$ cat src/rtl/ctrl_pipeline.sv
// RV32I control decode plus EX/MEM/WB control-signal delay stages with redirect flush.
// Optional load-use interlock is enabled by defining CTRL_PIPELINE_HAZARD_EN.
module ctrl_pipeline #(
    parameter int unsigned MEM_DEPTH   = 2,
    parameter int unsigned WB_DEPTH    = 3,
    parameter int unsigned FLUSH_SLOTS = 1
) (
    input  logic        clk,
    input  logic        rst_n,
    input  logic [31:0] instr,
    input  logic        instr_valid,
    output logic        instr_ready,
    input  logic        stall,
    input  logic        br_taken,
    output logic [4:0]  imm_sel,
    output logic        mux_a,
    output logic        mux_b,
    output logic        alu_unsigned,
    output logic        br_unsigned,
    output logic        pc_sel,
    output logic        mem_we,
    output logic        load_en,
    output logic [1:0]  wb_sel,
    output logic        reg_we,
    output logic        illegal,
    output logic        hazard_stall
);

    typedef enum logic [2:0] {
        FMT_NONE, FMT_R, FMT_I, FMT_S, FMT_U, FMT_SB, FMT_UJ
    } fmt_e;

    typedef struct packed {
        logic [4:0] imm_sel;
        logic       mux_a;
        logic       mux_b;
        logic       alu_unsigned;
        logic       br_unsigned;
        logic       is_branch;
        logic       is_jump;
        logic       mem_we;
        logic       load_en;
        logic [1:0] wb_sel;
        logic       reg_we;
        logic       illegal;
        logic [4:0] rd;
    } ctrl_t;

    fmt_e       fmt;
    ctrl_t      dec;
    ctrl_t      ex;
    ctrl_t      ex_next;
    logic [3:0] mem_pipe [2:MEM_DEPTH];
    logic       wb_pipe  [2:WB_DEPTH];
    logic [1:0] flush_cnt;
    logic       pc_sel_q;
    logic       redirect;
    logic       accept;
    logic       unused_bits;

    always_comb begin
        dec = '0;
        fmt = FMT_NONE;
        case (instr[6:0])
            7'b0000011: begin fmt = FMT_I; dec.load_en = 1'b1; dec.wb_sel = 2'b01; end
            7'b0010011: begin
                fmt = FMT_I;
                dec.alu_unsigned = (instr[14:12] == 3'b011) || (instr[14:12] == 3'b101 && !instr[30]);
            end
            7'b1100111: begin fmt = FMT_I; dec.is_jump = 1'b1; dec.wb_sel = 2'b10; end
            7'b0100011: begin fmt = FMT_S; dec.mem_we = 1'b1; end
            7'b0110111: begin fmt = FMT_U; dec.wb_sel = 2'b11; end
            7'b0010111: begin fmt = FMT_U; dec.mux_a = 1'b1; end
            7'b1100011: begin
                fmt = FMT_SB;
                dec.mux_a       = 1'b1;
                dec.is_branch   = 1'b1;
                dec.br_unsigned = instr[13];
            end
            7'b1101111: begin fmt = FMT_UJ; dec.mux_a = 1'b1; dec.is_jump = 1'b1; dec.wb_sel = 2'b10; end
            7'b0110011: begin
                fmt = FMT_R;
                dec.alu_unsigned = (instr[14:12] == 3'b011) || (instr[14:12] == 3'b101 && !instr[30]);
            end
            default: dec.illegal = 1'b1;
        endcase
        case (fmt)
            FMT_I:   dec.imm_sel = 5'b00001;
            FMT_S:   dec.imm_sel = 5'b00010;
            FMT_U:   dec.imm_sel = 5'b00100;
            FMT_SB:  dec.imm_sel = 5'b01000;
            FMT_UJ:  dec.imm_sel = 5'b10000;
            default: dec.imm_sel = 5'b00000;
        endcase
        if (fmt != FMT_NONE) begin
            dec.mux_b  = (fmt != FMT_R);
            dec.reg_we = (fmt != FMT_S) && (fmt != FMT_SB);
            dec.rd     = instr[11:7];
        end
    end

`ifdef CTRL_PIPELINE_HAZARD_EN
    logic rs1_use;
    logic rs2_use;
    logic hz;
    always_comb begin
        rs1_use = (fmt == FMT_R) || (fmt == FMT_I) || (fmt == FMT_S) || (fmt == FMT_SB);
        rs2_use = (fmt == FMT_R) || (fmt == FMT_S) || (fmt == FMT_SB);
        hz = instr_valid && ex.load_en && (ex.rd != 5'd0) && (flush_cnt == 2'd0) &&
             ((rs1_use && instr[19:15] == ex.rd) || (rs2_use && instr[24:20] == ex.rd));
    end
    assign hazard_stall = hz & ~stall;
`else
    assign hazard_stall = 1'b0;
`endif

    assign instr_ready = rst_n & ~stall & ~hazard_stall;
    assign accept      = instr_valid & instr_ready;
    assign redirect    = (ex.is_branch & br_taken) | ex.is_jump;
    assign unused_bits = ^{instr[31], instr[29:15], ex.rd};

    // Instructions arriving while the flush counter runs are consumed but enter as bubbles.
    always_comb begin
        ex_next = '0;
        if (accept && flush_cnt == 2'd0)
            ex_next = dec;
    end

    always_ff @(posedge clk or negedge rst_n) begin
        if (!rst_n) begin
            ex        <= '0;
            flush_cnt <= '0;
            pc_sel_q  <= 1'b0;
            for (int unsigned i = 2; i <= MEM_DEPTH; i++) mem_pipe[i] <= '0;
            for (int unsigned i = 2; i <= WB_DEPTH; i++)  wb_pipe[i]  <= 1'b0;
        end else if (!stall) begin
            ex          <= ex_next;
            pc_sel_q    <= redirect;
            mem_pipe[2] <= {ex.mem_we, ex.load_en, ex.wb_sel};
            for (int unsigned i = 3; i <= MEM_DEPTH; i++) mem_pipe[i] <= mem_pipe[i-1];
            wb_pipe[2]  <= ex.reg_we;
            for (int unsigned i = 3; i <= WB_DEPTH; i++)  wb_pipe[i]  <= wb_pipe[i-1];
            if (redirect)
                flush_cnt <= 2'(FLUSH_SLOTS);
            else if (flush_cnt != 2'd0)
                flush_cnt <= flush_cnt - 2'd1;
        end
    end

    assign imm_sel      = ex.imm_sel;
    assign mux_a        = ex.mux_a;
    assign mux_b        = ex.mux_b;
    assign alu_unsigned = ex.alu_unsigned;
    assign br_unsigned  = ex.br_unsigned;
    assign illegal      = ex.illegal;
    assign pc_sel       = pc_sel_q;
    assign mem_we       = mem_pipe[MEM_DEPTH][3];
    assign load_en      = mem_pipe[MEM_DEPTH][2];
    assign wb_sel       = mem_pipe[MEM_DEPTH][1:0];
    assign reg_we       = wb_pipe[WB_DEPTH];

endmodule

$ cat config.mk
export PLATFORM = sky130hd
export DESIGN_NAME = ctrl_pipeline
export DESIGN_NICKNAME = d
export VERILOG_FILES = /design/src/rtl/ctrl_pipeline.sv
export SDC_FILE = /design/constraint.sdc
export NUM_CORES = 1
export LEC_CHECK = 0
export BUFFER_PORTS_ARGS = -buffer_cell sky130_fd_sc_hd__buf_4
export CORE_MARGIN = 4
export CORE_UTILIZATION = 50
export CTS_CLUSTER_DIAMETER = 120
export DETAILED_ROUTE_END_ITERATION = 6
export MAX_ROUTING_LAYER = met4
export PLACE_DENSITY = 0.83
export SKIP_LAST_GASP = 1
export SYNTH_ARGS = -nofsm -noshare
export SYNTH_HDL_FRONTEND = slang
export SYNTH_SLANG_ARGS = --single-unit
export TNS_END_PERCENT = 100
$ cat constraint.sdc
create_clock -name clk -period 2.2 [get_ports clk]
set_input_delay 0 -clock clk [delete_from_list [all_inputs] [get_ports clk]]
set_output_delay 0 -clock clk [all_outputs]
set_load 0.005 [all_outputs]
==> reports/qor.txt, run 1 <==
share of layout cells above drive strength 1: 33.6%
crit path capture type: flop
maximum buffer depth of the clock tree: 2
Switching Fraction: 26.0%
WS Path Type: flop to flop
Final Critical Period: 1560 ps
IO Port Bufs: 32
DRT Pass-1 Iters: 4
Routed Antenna Nets: 0
initial core utilization: 52.0%
Final Cycle Share: 71.0%
Yosys cell types: 35
Hold Path Class: input pin to flop
f_max: 641 MHz
synthesized instance count: 118
EDFF count, synth: 0
RSZ-0062 raised after global routing: no
total grt overflow: 0
nets: 185
detailed router's first-iteration violation count: 20
Power Total: 0.913 mW
max_cap viols: 0
slowest cell on the critical path: dfrtp_1
Pwr per Cell Area: 591 mW/mm²
Post-Syn Area per Cell: 10.8 µm²
most common cell in the synthesized netlist: dfrtp_1
skew final: 6.63 ps
# IOs: 55
die width: 58.5 µm
Sum Neg Setup Slack: 0 ps
main flop type after synthesis: dfrtp_1
Critical Path AT: 1830 ps
clk slew on worst S/H paths: 130 ps
post-CTS sizing: 0
VDD IR-drop max: 0.000514 V
total track usage: 16.5%
Storage cell area: 651 µm²
clock network power share: 25.5%
Die Area: 0.00343 mm²
drt drc: 0
sequential fraction of the synthesis area: 50.9%
Worst path max stage delay: 420 ps
placer congestion estimate: 0.843
area share of the largest cell type after synthesis: 50.9%
WP data required: 2460 ps
design area: 0.00155 mm²
root buffer cell: clkbuf_4
Wirelength per Cell: 14.3 µm
Flop pwr share: 56.0%
vias post-DR: 970
Synth area leaders: dfrtp_1 (51%), mux2_2 (6.2%), buf_4 (4.1%)
routed wire length: 2510 µm
first-pass GRT wire length: 4310 µm
Hold Vio Cnt, Final: 0
routed vias/inst: 5.51
Internal: 0.675 mW
CTS tree: yes
H-tree Lvls: 1
Filler cells: 203
initial antenna violation count: 0
clk sinks: 26
die height: 58.5 µm
Sw Pwr: 0.238 mW
critical-path cell list: inv_1 > ha_1 > nand4b_2 > nor2_4 > and3_1 > a22o_1
delay-heaviest family, CP: simple AND/OR/NAND/NOR gates
Multi-input gate area: 546 µm²
async set or reset register ratio after synthesis: 100%
sum of buffers and inverters on the critical path: 1
hpwl dp: 1890 µm
fin util: 62.9%
Final Setup Violations: 0
number of synthesized register bits: 26
combinational share of power: 18.5%
DP Area: 0.00149 mm²
Post-synth top cells: dfrtp_1 (26), nand2_1 (12), o21ai_1 (8)
syn nets: 156
CORE AREA: 0.00245 mm²
yosys warns: 0
status: completed
most area-hungry cell type in the Yosys netlist: dfrtp_1
startpoint types: flop
worst-path maximum fanout: 8
Max Slew Vio Count: 0
largest net degree at the start of global routing: 30
Mapped Area: 0.00128 mm²
leakage power: 0.817 nW
latest clock arrival within the worst-skew pair: 310 ps
Layout Area Growth over Synthesis: 21.0%
ant diodes: 0
CTS Buf Count: 3
Site Rows: 18
vias in the first global route: 969
==> per-layer routing <==
metal | routed length (µm) | GRT usage (%)
met3 | 119 | 2.41
met4 | 40 | 5.96
met5 | 0 | -
met1 | 1040 | 20.7
met2 | 1310 | 27.1
==> stage by stage <==
step	std cells	hold WS, ps	setup WS (ps)
6_report	176	7.41	639
5_1_grt	176	7.45	544
4_1_cts	176	2.27	643
3_5_place_dp	170	-63.2	675
3_3_place_gp	170	-73.0	710
2_1_floorplan	118	-296	856
==> layout by cell type (no fill, tap or decap) <==
| master | instances |
|---|---|
| a21o_1 | 5 |
| a21oi_1 | 6 |
| a21oi_2 | 1 |
| a22o_1 | 4 |
| a22oi_1 | 1 |
| a32o_1 | 4 |
| and2_1 | 2 |
| and2b_1 | 1 |
| and3_1 | 1 |
| and3b_4 | 1 |
| and4b_1 | 1 |
| buf_4 | 32 |
| clkbuf_4 | 3 |
| clkbuf_8 | 1 |
| conb_1 | 1 |
| dfrtp_1 | 26 |
| dlygate4sd3_1 | 2 |
| ha_1 | 1 |
| inv_1 | 4 |
| mux2_2 | 7 |
| nand2_1 | 12 |
| nand2b_1 | 4 |
| nand3_1 | 1 |
| nand4b_2 | 1 |
| nor2_1 | 3 |
| nor2_4 | 1 |
| nor2b_1 | 1 |
| nor3_1 | 2 |
| nor3_2 | 2 |
| nor3b_1 | 2 |
| nor4_1 | 1 |
| nor4bb_1 | 1 |
| o2111ai_1 | 1 |
| o21ai_0 | 1 |
| o21ai_1 | 8 |
| o2bb2ai_1 | 1 |
==> power by group through the flow <==
stage	logic (mW)	clock network, mW	registers [mW]
after floorplan	0.102	0	0.519
after global placement	0.153	0	0.520
after detailed placement	0.167	0	0.521
after CTS	0.170	0.238	0.512
after global routing	0.193	0.259	0.514
final	0.169	0.233	0.512
==> worst min-delay path, cell delays in order <==
cell and delay, ps:
buf_4 140, nand2_1 90, o21ai_1 60
==> layout make-up <==
class | count | area share (%)
clock buffers | 4 | 2.35
multi-input cells | 78 | 35.3
repair buffers | 34 | 16.8
flip-flops and latches | 26 | 42.1
well taps | 30 | 2.43
inverters | 4 | 0.972
==> state kept, by name (all words and copies together), names as in the netlist, 2 cells and up <==
register   cells
imm_sel        5
ex             7
flush_cnt      2
mem_pipe       4
==> repair_timing <==
item,in CTS,in global routing
endpoints found under the hold margin,27,0
buffers inserted,0,0
hold buffers,2,0
==> cell families after synthesis <==
logic type | after synthesis | share of synthesized area (%)
adder cells (fa/ha/maj) | 1 | 0.979
other | 1 | 0.294
AND/OR/NAND/NOR | 37 | 17.9
flip-flops | 26 | 50.9
AO/OA/AOI/OAI | 32 | 17.3
buffers and inverters | 14 | 6.37
multiplexers | 7 | 6.17
==> final timing paths <==
check | start | to | slack, ps | cells after the start
worst max-delay path | flush_cnt[0]$_DFFE_PN0P_ | br_unsigned$_DFFE_PN0N_ | 640 | 6
worst min-delay path | instr[4] | imm_sel[2]$_DFFE_PN0N_ | 7 | 3
worst max register to register | flush_cnt[0]$_DFFE_PN0P_ | br_unsigned$_DFFE_PN0N_ | 640 | 6
worst min register to register | ex[8]$_DFFE_PN0N_ | ex[8]$_DFFE_PN0N_ | 490 | 2
max in group asynchronous | rst_n | imm_sel[2]$_DFFE_PN0N_ | 1820 | 2
min in group asynchronous | rst_n | mux_a$_DFFE_PN0N_ | 110 | 2
(Power assumes the default switching activity.)
==> run 2, diff against run 1 <==
Settings changed: ABC_AREA set to 1, CORE_UTILIZATION 50 to 47, PLACE_DENSITY 0.83 to 0.78.
Clock period 2.2 ns to 1.6 ns, I/O delays scaled along.
==> reports/qor.txt, run 2 <==
most area-hungry cell type in the Yosys netlist: dfrtp_1 (unchanged)
leakage power: 0.957 nW (was 0.817 nW)
Multi-input gate area: 548 µm² (was 546 µm²)
initial antenna violation count: 0 (unchanged)
largest net degree at the start of global routing: 27 (was 30)
mux cell area share after synthesis: 0% (was 6.17%)
Final Setup Violations: 0 (unchanged)
tightest hold margin: 19.8 ps (was 7.41 ps)
routed vias/inst: 4.93 (was 5.51)
nets: 247 (was 185)
RSZ-0062 raised after global routing: no (unchanged)
vias in the first global route: 1118 (was 969)
ant diodes: 0 (unchanged)
Post-Synth Adder-Cell Area: 0.917% (was 0.979%)
Mapped Area: 0.00136 mm² (was 0.00128 mm²)
Biggest register: ex (unchanged)
most frequent cells in the layout: nand2_1 (59), buf_4 (33), dfrtp_1 (26) (was buf_4 (32), dfrtp_1 (26), nand2_1 (12))
IO Port Bufs: 32 (unchanged)
Final Cycle Share: 87.7% (was 71.0%)
share of layout cells above drive strength 1: 24.5% (was 33.6%)
status: completed (unchanged)
Final Critical Period: 1400 ps (was 1560 ps)
total track usage: 16.6% (was 16.5%)
Pwr per Cell Area: 841 mW/mm² (was 591 mW/mm²)
Layout Area Growth over Synthesis: 22.8% (was 21.0%)
Post-Syn Area per Cell: 7.75 µm² (was 10.8 µm²)
Storage cell area: 651 µm² (unchanged)
die width: 61.9 µm (was 58.5 µm)
Max Slew Vio Count: 0 (unchanged)
max FFs per register: 7 (unchanged)
maximum buffer depth of the clock tree: 2 (unchanged)
CTS tree: yes (unchanged)
latest clock arrival within the worst-skew pair: 330 ps (was 310 ps)
first-pass GRT wire length: 4640 µm (was 4310 µm)
synthesized instance count: 176 (was 118)
clk sinks: 26 (unchanged)
DRT Pass-1 Iters: 4 (unchanged)
Post-Synth XOR/XNOR Area: 0% (unchanged)
die height: 61.9 µm (was 58.5 µm)
Critical Path AT: 1660 ps (was 1830 ps)
largest family of logic cells by synthesized area: simple AND/OR/NAND/NOR gates (unchanged)
initial core utilization: 49.5% (was 52.0%)
Routed Antenna Nets: 0 (unchanged)
most common cell in the synthesized netlist: nand2_1 (was dfrtp_1)
startpoint types: flop (unchanged)
# IOs: 55 (unchanged)
H-tree Lvls: 1 (unchanged)
Post-synth top cells: nand2_1 (59), dfrtp_1 (26), nor2_1 (18) (was dfrtp_1 (26), nand2_1 (12), o21ai_1 (8))
main flop type after synthesis: dfrtp_1 (unchanged)
crit path capture type: flop (unchanged)
number of synthesized register bits: 26 (unchanged)
CTS Buf Count: 3 (unchanged)
syn nets: 214 (was 156)
Hold Vio Cnt, Final: 0 (unchanged)
Wirelength per Cell: 11.9 µm (was 14.3 µm)
fin util: 60.8% (was 62.9%)
detailed router's first-iteration violation count: 47 (was 20)
vias post-DR: 1179 (was 970)
EDFF count, synth: 0 (unchanged)
clk slew on worst S/H paths: 140 ps (was 130 ps)
Synth Area in Simple Gates: 31.6% (was 17.9%)
Hold Path Class: input pin to flop (unchanged)
routed wire length: 2840 µm (was 2510 µm)
r2r setup slk: 200 ps (was 640 ps)
Yosys cell types: 24 (was 35)
commonest non-fill, non-tap cell in the layout: nand2_1 (was buf_4)
CORE AREA: 0.00276 mm² (was 0.00245 mm²)
Die Area: 0.00383 mm² (was 0.00343 mm²)
root buffer cell: clkbuf_4 (unchanged)
area share of the largest cell type after synthesis: 47.7% (was 50.9%)
Sum Neg Setup Slack: 0 ps (unchanged)
VDD IR-drop max: 0.000681 V (was 0.000514 V)
max_cap viols: 0 (unchanged)
f_max: 713 MHz (was 641 MHz)
total grt overflow: 0 (unchanged)
Power Total: 1.41 mW (was 0.913 mW)
yosys warns: 0 (unchanged)
skew final: 6.58 ps (was 6.63 ps)
Synth area leaders: dfrtp_1 (48%), nand2_1 (16%), nor2_1 (5.0%) (was dfrtp_1 (51%), mux2_2 (6.2%), buf_4 (4.1%))
async set or reset register ratio after synthesis: 100% (unchanged)
hpwl dp: 2190 µm (was 1890 µm)
WS Path Type: flop to flop (unchanged)
post-synthesis compound-gate area fraction: 7.43% (was 17.3%)
WP data required: 1860 ps (was 2460 ps)
placer congestion estimate: 0.934 (was 0.843)
Filler cells: 258 (was 203)
sequential fraction of the synthesis area: 47.7% (was 50.9%)
Site Rows: 19 (was 18)
drt drc: 0 (unchanged)
worst-path maximum fanout: 15 (was 8)
-- run 2: critical path: stages (launching register included) --
cell      delay, ps
dfrtp_1         400
inv_1            70
ha_1            180
nand2_1         140
nor2_8          250
nand4_1         190
o211ai_1        120
-- run 2: cell type report --
type                       instances  share of cell area, %
clock buffer                       3                   1.34
clock inverter                     1                   1.79
inverter                          22                   5.23
multi-input combinational        118                   32.7
sequential                        26                   38.8
tap                               31                   2.32
timing repair buffer              38                   17.8
-- run 2: timing repair --
| action | 4_1_cts | 5_1_grt |
|---|---|---|
| hold buffers | 5 | 0 |
| hold endpoints to repair | 29 | 0 |
| buffers inserted | 0 | 0 |
| gates resized for setup | 0 | 0 |
-- run 2: path summary, 6_finish.rpt --
kind,startpoint,endpoint,depth (start not counted)
min in group asynchronous,rst_n,mem_pipe[1]$_DFFE_PN0N_,3
max,flush_cnt[0]$_DFFE_PN0P_,ex[7]$_DFFE_PN0N_,6
max in group asynchronous,rst_n,ex[8]$_DFFE_PN0N_,3
max reg2reg,flush_cnt[0]$_DFFE_PN0P_,ex[7]$_DFFE_PN0N_,6
min reg2reg,br_unsigned$_DFFE_PN0N_,br_unsigned$_DFFE_PN0N_,2
min,stall,imm_sel[2]$_DFFE_PN0N_,3
-- run 2: stage by stage --
step	cells	worst slack (ps)	instance area [µm²]
after floorplan	176	396	1360
after global placement	230	277	1570
after detailed placement	230	251	1570
after CTS	239	217	1680
after global routing	239	114	1680
final	239	197	1680
-- run 2: power by group --
group / internal (mW) / switching (mW)
clock: 0.254 / 0.197
combinational: 0.104 / 0.147
sequential: 0.690 / 0.0174
-- run 2: cells by family after synthesis --
family,count (synthesis)
AND/OR/NAND/NOR,98
buffers and inverters,32
flip-flops,26
AO/OA/AOI/OAI,18
adder cells (fa/ha/maj),1
other,1
-- run 2: per-layer routing --
metal / global-route usage, % / wire length [µm]
met5: - / 0
met1: 21.1 / 1290
met2: 28.1 / 1360
met3: 1.24 / 137
met4: 5.45 / 52
